--- config.mk ---
export PLATFORM = sky130hd
export DESIGN_NAME = lamp_guard
export DESIGN_NICKNAME = d
export VERILOG_FILES = /design/src/rtl/lamp_pkg.sv /design/src/rtl/lamp_pwm.sv /design/src/rtl/lamp_guard.sv
export SDC_FILE = /design/constraint.sdc
export NUM_CORES = 1
export LEC_CHECK = 0
export ABC_AREA = 1
export CAP_MARGIN = 20
export CORE_MARGIN = 2
export CORE_UTILIZATION = 35
export DETAILED_ROUTE_END_ITERATION = 6
export PLACE_DENSITY_LB_ADDON = 0.3
export SYNTH_ARGS = -nofsm -noshare
export SYNTH_HDL_FRONTEND = slang
export SYNTH_HIERARCHICAL = 1
export SYNTH_SLANG_ARGS = --single-unit
--- constraint.sdc ---
create_clock -name clk -period 4.7 [get_ports clk]
set_input_delay 0.47 -clock clk [delete_from_list [all_inputs] [get_ports clk]]
set_output_delay 0.47 -clock clk [all_outputs]
set_load 0.005 [all_outputs]
--- src/rtl/lamp_pkg.sv ---
// Shared definitions for the lamp_guard output stage: lamp codes, guard FSM
// states, fault codes and the per-sample legality helpers.
// Optional feature macro used by the design: LAMP_PWM_EN (lamp dimming).
package lamp_pkg;

  // Lamp drive codes, one bit per bulb: bit0 red, bit1 amber, bit2 green
  localparam logic [2:0] LAMP_OFF   = 3'b000;
  localparam logic [2:0] LAMP_RED   = 3'b001;
  localparam logic [2:0] LAMP_AMBER = 3'b010;
  localparam logic [2:0] LAMP_GREEN = 3'b100;

  // Guard FSM states
  typedef enum logic [1:0] {
    NORMAL  = 2'd0,
    PENDING = 2'd1,
    SAFE    = 2'd2
  } guard_state_t;

  // Fault codes reported while in SAFE
  localparam logic [1:0] FAULT_NONE = 2'b00;
  localparam logic [1:0] FAULT_A    = 2'b01;
  localparam logic [1:0] FAULT_B    = 2'b10;
  localparam logic [1:0] FAULT_DUAL = 2'b11;

  // A head code is legal only when exactly one bulb is requested
  function automatic logic is_onehot3(input logic [2:0] v);
    return (v == LAMP_RED) || (v == LAMP_AMBER) || (v == LAMP_GREEN);
  endfunction

  // Classify one sample; dual green outranks a malformed A, which outranks B
  function automatic logic [1:0] classify(input logic [2:0] a, input logic [2:0] b);
    logic [1:0] code;
    code = FAULT_NONE;
    if ((a == LAMP_GREEN) && (b == LAMP_GREEN)) begin
      code = FAULT_DUAL;
    end else if (!is_onehot3(a)) begin
      code = FAULT_A;
    end else if (!is_onehot3(b)) begin
      code = FAULT_B;
    end
    return code;
  endfunction

endpackage

--- src/rtl/lamp_pwm.sv ---
// Lamp dimmer: free-running counter compared against the duty input, used to
// gate every lit bit of both registered lamp heads. Only instantiated when the
// design is built with LAMP_PWM_EN.
module lamp_pwm #(
  parameter int PWM_BITS = 4
) (
  input  logic                clk,
  input  logic                rst_n,
  input  logic [PWM_BITS-1:0] duty,
  input  logic [2:0]          a_raw,
  input  logic [2:0]          b_raw,
  output logic [2:0]          a_gated,
  output logic [2:0]          b_gated
);

  logic [PWM_BITS-1:0] pwm_cnt_q;
  logic [PWM_BITS-1:0] pwm_cnt_d;
  logic                gate;

  // Next count simply wraps through the full range
  always_comb begin
    pwm_cnt_d = pwm_cnt_q + PWM_BITS'(1);
  end

  // Free-running dimming counter
  always_ff @(posedge clk) begin
    if (!rst_n) begin
      pwm_cnt_q <= '0;
    end else begin
      pwm_cnt_q <= pwm_cnt_d;
    end
  end

  // All-ones duty is a steady on; otherwise lit for duty out of 2**PWM_BITS cycles
  always_comb begin
    gate    = (&duty) | (pwm_cnt_q < duty);
    a_gated = a_raw & {3{gate}};
    b_gated = b_raw & {3{gate}};
  end

endmodule

--- src/rtl/lamp_guard.sv ---
// Output stage behind the traffic-light sequencer. Registers both head codes,
// filters short bursts of illegal codes, and falls back to flashing amber on a
// persistent fault until a clear request arrives with legal inputs.
// Optional feature: define LAMP_PWM_EN to add the duty port and lamp dimming.
module lamp_guard
  import lamp_pkg::*;
#(
  parameter int FAULT_CYC  = 4,
  parameter int BLINK_HALF = 25_000_000,
  parameter int PWM_BITS   = 4
) (
  input  logic                clk,
  input  logic                rst_n,
  input  logic [2:0]          a_in,
  input  logic [2:0]          b_in,
  input  logic                fault_clr,
`ifdef LAMP_PWM_EN
  input  logic [PWM_BITS-1:0] duty,
`endif
  output logic [2:0]          lamp_a,
  output logic [2:0]          lamp_b,
  output logic                fault,
  output logic [1:0]          fault_code
);

  // Counter widths; the illegal counter must be able to hold FAULT_CYC-1
  localparam int CW = (FAULT_CYC > 1) ? $clog2(FAULT_CYC + 1) : 1;
  localparam int BW = (BLINK_HALF > 1) ? $clog2(BLINK_HALF) : 1;
  localparam logic [CW-1:0] CNT_LAST   = CW'(FAULT_CYC - 1);
  localparam logic [BW-1:0] BLINK_LAST = BW'(BLINK_HALF - 1);

  // Reject meaningless parameter values at elaboration
  if (FAULT_CYC < 1) begin : g_bad_fault_cyc
    $error("lamp_guard: FAULT_CYC must be at least 1");
  end
  if (BLINK_HALF < 1) begin : g_bad_blink_half
    $error("lamp_guard: BLINK_HALF must be at least 1");
  end
  if (PWM_BITS < 1) begin : g_bad_pwm_bits
    $error("lamp_guard: PWM_BITS must be at least 1");
  end

  guard_state_t  state_q, state_d;
  logic [CW-1:0] cnt_q, cnt_d;
  logic [BW-1:0] blink_q, blink_d;
  logic          phase_q, phase_d;
  logic [2:0]    lamp_a_q, lamp_a_d;
  logic [2:0]    lamp_b_q, lamp_b_d;
  logic          fault_q, fault_d;
  logic [1:0]    code_q, code_d;

  logic [1:0]    sample_code;
  logic          legal;

  // Per-cycle legality of the incoming pair
  always_comb begin
    sample_code = classify(a_in, b_in);
    legal       = (sample_code == FAULT_NONE);
  end

  // State and datapath registers; reset forces all-red and NORMAL
  always_ff @(posedge clk) begin
    if (!rst_n) begin
      state_q  <= NORMAL;
      cnt_q    <= '0;
      blink_q  <= '0;
      phase_q  <= 1'b1;
      lamp_a_q <= LAMP_RED;
      lamp_b_q <= LAMP_RED;
      fault_q  <= 1'b0;
      code_q   <= FAULT_NONE;
    end else begin
      state_q  <= state_d;
      cnt_q    <= cnt_d;
      blink_q  <= blink_d;
      phase_q  <= phase_d;
      lamp_a_q <= lamp_a_d;
      lamp_b_q <= lamp_b_d;
      fault_q  <= fault_d;
      code_q   <= code_d;
    end
  end

  // Next-state logic: glitch filter, fault latch, safe-mode flasher and clear
  always_comb begin
    state_d  = state_q;
    cnt_d    = cnt_q;
    blink_d  = blink_q;
    phase_d  = phase_q;
    lamp_a_d = lamp_a_q;
    lamp_b_d = lamp_b_q;
    fault_d  = fault_q;
    code_d   = code_q;

    unique case (state_q)
      NORMAL: begin
        if (legal) begin
          lamp_a_d = a_in;
          lamp_b_d = b_in;
        end else if (FAULT_CYC == 1) begin
          // No filtering window: the first bad sample latches the fault
          state_d  = SAFE;
          fault_d  = 1'b1;
          code_d   = sample_code;
          blink_d  = '0;
          phase_d  = 1'b1;
          lamp_a_d = LAMP_AMBER;
          lamp_b_d = LAMP_AMBER;
        end else begin
          // Lamps keep their last good value while we wait it out
          state_d = PENDING;
          cnt_d   = CW'(1);
        end
      end

      PENDING: begin
        if (legal) begin
          state_d  = NORMAL;
          cnt_d    = '0;
          lamp_a_d = a_in;
          lamp_b_d = b_in;
        end else if (cnt_q == CNT_LAST) begin
          // The reported code is that of the sample which tipped it over
          state_d  = SAFE;
          cnt_d    = '0;
          fault_d  = 1'b1;
          code_d   = sample_code;
          blink_d  = '0;
          phase_d  = 1'b1;
          lamp_a_d = LAMP_AMBER;
          lamp_b_d = LAMP_AMBER;
        end else begin
          cnt_d = cnt_q + CW'(1);
        end
      end

      SAFE: begin
        if (fault_clr && legal) begin
          state_d  = NORMAL;
          cnt_d    = '0;
          fault_d  = 1'b0;
          code_d   = FAULT_NONE;
          lamp_a_d = a_in;
          lamp_b_d = b_in;
        end else begin
          // Half-period timer; the lamps follow the phase it produces
          if (blink_q == BLINK_LAST) begin
            blink_d  = '0;
            phase_d  = ~phase_q;
            lamp_a_d = phase_q ? LAMP_OFF : LAMP_AMBER;
            lamp_b_d = phase_q ? LAMP_OFF : LAMP_AMBER;
          end else begin
            blink_d  = blink_q + BW'(1);
            lamp_a_d = phase_q ? LAMP_AMBER : LAMP_OFF;
            lamp_b_d = phase_q ? LAMP_AMBER : LAMP_OFF;
          end
        end
      end

      default: begin
        state_d = NORMAL;
      end
    endcase
  end

  // Fault status comes straight from its registers
  always_comb begin
    fault      = fault_q;
    fault_code = code_q;
  end

`ifdef LAMP_PWM_EN
  logic [2:0] lamp_a_pwm;
  logic [2:0] lamp_b_pwm;

  lamp_pwm #(
    .PWM_BITS (PWM_BITS)
  ) u_pwm (
    .clk     (clk),
    .rst_n   (rst_n),
    .duty    (duty),
    .a_raw   (lamp_a_q),
    .b_raw   (lamp_b_q),
    .a_gated (lamp_a_pwm),
    .b_gated (lamp_b_pwm)
  );

  // Dimmed lamp drive, gated after the output register in every state
  always_comb begin
    lamp_a = lamp_a_pwm;
    lamp_b = lamp_b_pwm;
  end
`else
  // Full-level lamp drive straight from the output register
  always_comb begin
    lamp_a = lamp_a_q;
    lamp_b = lamp_b_q;
  end
`endif

endmodule

==> key figures <==
Run status
  – Outcome: completed

Clocking
  – CTS root buffer: clkbuf_8
  – Hold Buf Count CTS: 0
  – Post-cts sizing count: 0
  – CTS tree: built
  – Clock buffer depth: 2
  – Clk Latency, worst-skew pair: approximately 300 ps
  – Htree depth: 2
  – CTS Buf Count: 5
  – Clock transition at the registers of the reported paths: about 90 ps
  – Clk sinks: 40
  – Post-CTS Setup Inserts: 0

Routing
  – Starting DRT DRC Count: 150
  – Pre-Repair DR Iteration Count: 5
  – Number of remaining DRC errors: 0
  – Average vias per placed instance: ~4.9
  – DR vias: 2807
  – Wire per inst: approximately 12 um
  – Routed wire length: between 6000 and 7000 um
  – DRT antenna net count: 0

Logic synthesis
  – Post-synthesis async set-or-reset flop share: 0
  – Post-synth EDFFs: 0
  – Unique cell type count in the Yosys netlist: 39
  – Syn_nets: 467
  – Synth Area per Inst: about 6.5 um^2
  – Post-synth top flop: dfxtp_1
  – Synthesized area: a little under 3000 um^2
  – Mapped Cells: 452
  – Register area share after synthesis: 0.2729
  – Post-synthesis register bit count: 40
  – Ys Warns: 6

Power and ir drop
  – Pwr Total: 1.319 mW
  – Worst IR Drop VDD: about 220 uV
  – Power per Cell Area: just over 400 nW/um^2
  – Pleak: 1.134 nW

STA
  – Clk_skew: approximately 11 ps
  – Tcrit/Tclk final: 0.5260
  – Worst slew pin tran: 773.2 ps
  – Setup_tns: 0 ps
  – Endpoints failing setup: 0
  – RSZ-0062 raised after global routing: no
  – Fin Hold WS: 445.5 ps
  – Slew headroom: 0.4840
  – Minimum clock period: roughly 2500 ps
  – Final Hold Viols: 0
  – FMAX: 404.5 MHz
  – Final Max Tran Viols: 0

GRT
  – Antenna violations before repair: 0
  – Largest net degree at the start of global routing: 28
  – Met2 Track Usage GR: 0.2797
  – M1 GR Usage: 0.2087
  – Most used routing layer: met2
  – First-pass GRT wire length: about 12000 um
  – Total congestion overflow: 0
  – GRT Total Usage: 0.1638
  – Vias in the first global route: between 2000 and 3000
  – M3 GR Usage: 0.02846

Place
  – GP Congestion: 0.9410
  – Dpl hpwl: 5319 um
  – Port Buffers: 17
  – Placed instance area: around 3100 um^2

Critical path
  – Worst R2R Path Depth: 10
  – Setup CP Type: reg -> reg
  – Critical-path maximum fanout: 27
  – R2r setup slk: around 2200 ps
  – CP required: between 4000 and 5000 ps
  – Reg-to-reg startpoint: state_q[0]
  – Crit. End Element: flop
  – Crit path arrival time: approximately 2700 ps
  – Worst Setup Start Kind: flop
  – Critical R2R Capture: blink_q[22]

Die
  – Row count: 33
  – Starting Density: 0.3589
  – # IOs: 18
  – Die Span X: about 96 um
  – Die Height: about 96 um
  – Core area: ~8200 um^2
  – Die Area: 9132 um^2

Layout
  – Fillcell total: between 800 and 900
  – Multi-input logic area: 1856 um^2
  – Final #Nets: 480
  – Area delta synth->final: 9.979%
  – Diode count: 0
  – Register area: about 800 um^2
  – Post-layout util: 0.3947
  – Share of cells above drive strength 1: 0.1438
  – Finished Cell Area: 3227 um^2

Hold path
  – Worst Hold Class: reg -> reg
  – Worst Hold Path EP: cnt_q[2]
  – Worst hold stages: 2
  – Worst Hold Launch: cnt_q[2]

Flow run
  – Max Cap Violations: 0
cells in the mapped netlist (2+ instances only):
library cell | number | area, um^2
a21oi_1 | 16 | 80.08
a21oi_2 | 21 | 183.9
buf_12 | 2 | 40.04
buf_8 | 2 | 30.03
clkbuf_1 | 6 | 22.52
dfxtp_1 | 40 | 800.8
ha_1 | 6 | 75.07
inv_1 | 42 | 157.7
nand2_1 | 131 | 491.7
nand2_2 | 15 | 93.84
nand2_4 | 5 | 56.30
nand2_8 | 2 | 40.04
nand3_1 | 31 | 155.2
nand3_2 | 2 | 20.02
nand4_1 | 6 | 37.54
nor2_1 | 71 | 266.5
nor2_2 | 4 | 25.02
nor3_1 | 10 | 50.05
nor3b_1 | 2 | 15.01
nor4_1 | 3 | 18.77
o211ai_1 | 2 | 15.01
o21ai_0 | 6 | 30.03
o21ai_2 | 2 | 17.52
or2_2 | 3 | 18.77
xor2_1 | 8 | 70.07
flip-flops by register name, summed over array words and instances (netlist names):
signal / cells
state_q: 2
cnt_q: 3
lamp_a: 3
fault: 1
fault_code: 2
blink_q: 25
phase_q: 1
lamp_b: 3
area by class of cell:
class	instances	share of cell area
timing repair buffer	18	0.05506
clock inverter	2	0.003102
clock buffer	6	0.02559
tap	105	0.04071
multi-input combinational	357	0.5750
sequential	40	0.2482
inverter	43	0.05235
kinds of logic (layout without fill, tap and decap cells):
kind of cell               after synthesis  after routing  share of synthesized area
adders and majority gates                6              6                    0.02559
DFF                                     40             40                     0.2729
AOI/OAI and AO/OA                       50             50                     0.1186
buffers and inverters                   55             69                    0.09467
and+or+nand+nor                        292            292                     0.4614
xor gates and xnor gates                 9              9                    0.02687
critical path, cell delays in order (launching register included):
cell     delay, ps
dfxtp_1        390
inv_1           80
ha_1           320
inv_1          620
nand2_1        230
nand2_4        170
nand2_8        150
inv_8          200
nand2_1         80
nand2_1         60
nor2_1          50
how the worst max path moves through the flow:
stage | from | to
after global routing | state_q[0] | blink_q[22]
after CTS | state_q[0] | blink_q[22]
after detailed placement | state_q[0] | blink_q[22]
after global placement | a_in[1] | blink_q[22]
after floorplan | a_in[1] | phase_q
final | state_q[0] | blink_q[22]
layout by cell type, fill, tap and decap left out, types with 2 or more instances in the layout:
cell and instances:
clkdlybuf4s50_1 17, o21ai_0 6, inv_1 42, dfxtp_1 40, nor3b_1 2, nor3_1 10, nor2_1 71, o211ai_1 2
a21oi_1 16, o21ai_2 2, nand2_4 5, clkbuf_8 6, a21oi_2 21, nand4_1 6, nand2_1 131, nor2_2 4
xor2_1 8, or2_2 3, nand2_2 15, nand3_2 2, nor4_1 3, nand3_1 31, nand2_8 2, ha_1 6
clkinv_2 2
report_power, final:
part / switching [mW] / internal (mW) / total (mW)
Sequential: 0.0455 / 0.399 / 0.445
Clock: 0.125 / 0.117 / 0.242
Combinational: 0.412 / 0.221 / 0.633
Total: 0.582 / 0.737 / 1.32
metal layers:
| metal | part of all wire | routed length, um |
|---|---|---|
| met1 | 0.48 | 3316 |
| met2 | 0.46 | 3215 |
| met3 | 0.049 | 343 |
| met4 | 0.015 | 105 |
| met5 | 0 | 0 |
per-stage QoR:
step | instances | setup WS [ps]
finish | 571 | 2228
global route | 571 | 1999
CTS | 571 | 2225
detailed placement | 563 | 2246
global placement | 563 | 2286
floorplan | 452 | 3035
Power figures use the tool's default switching activity.
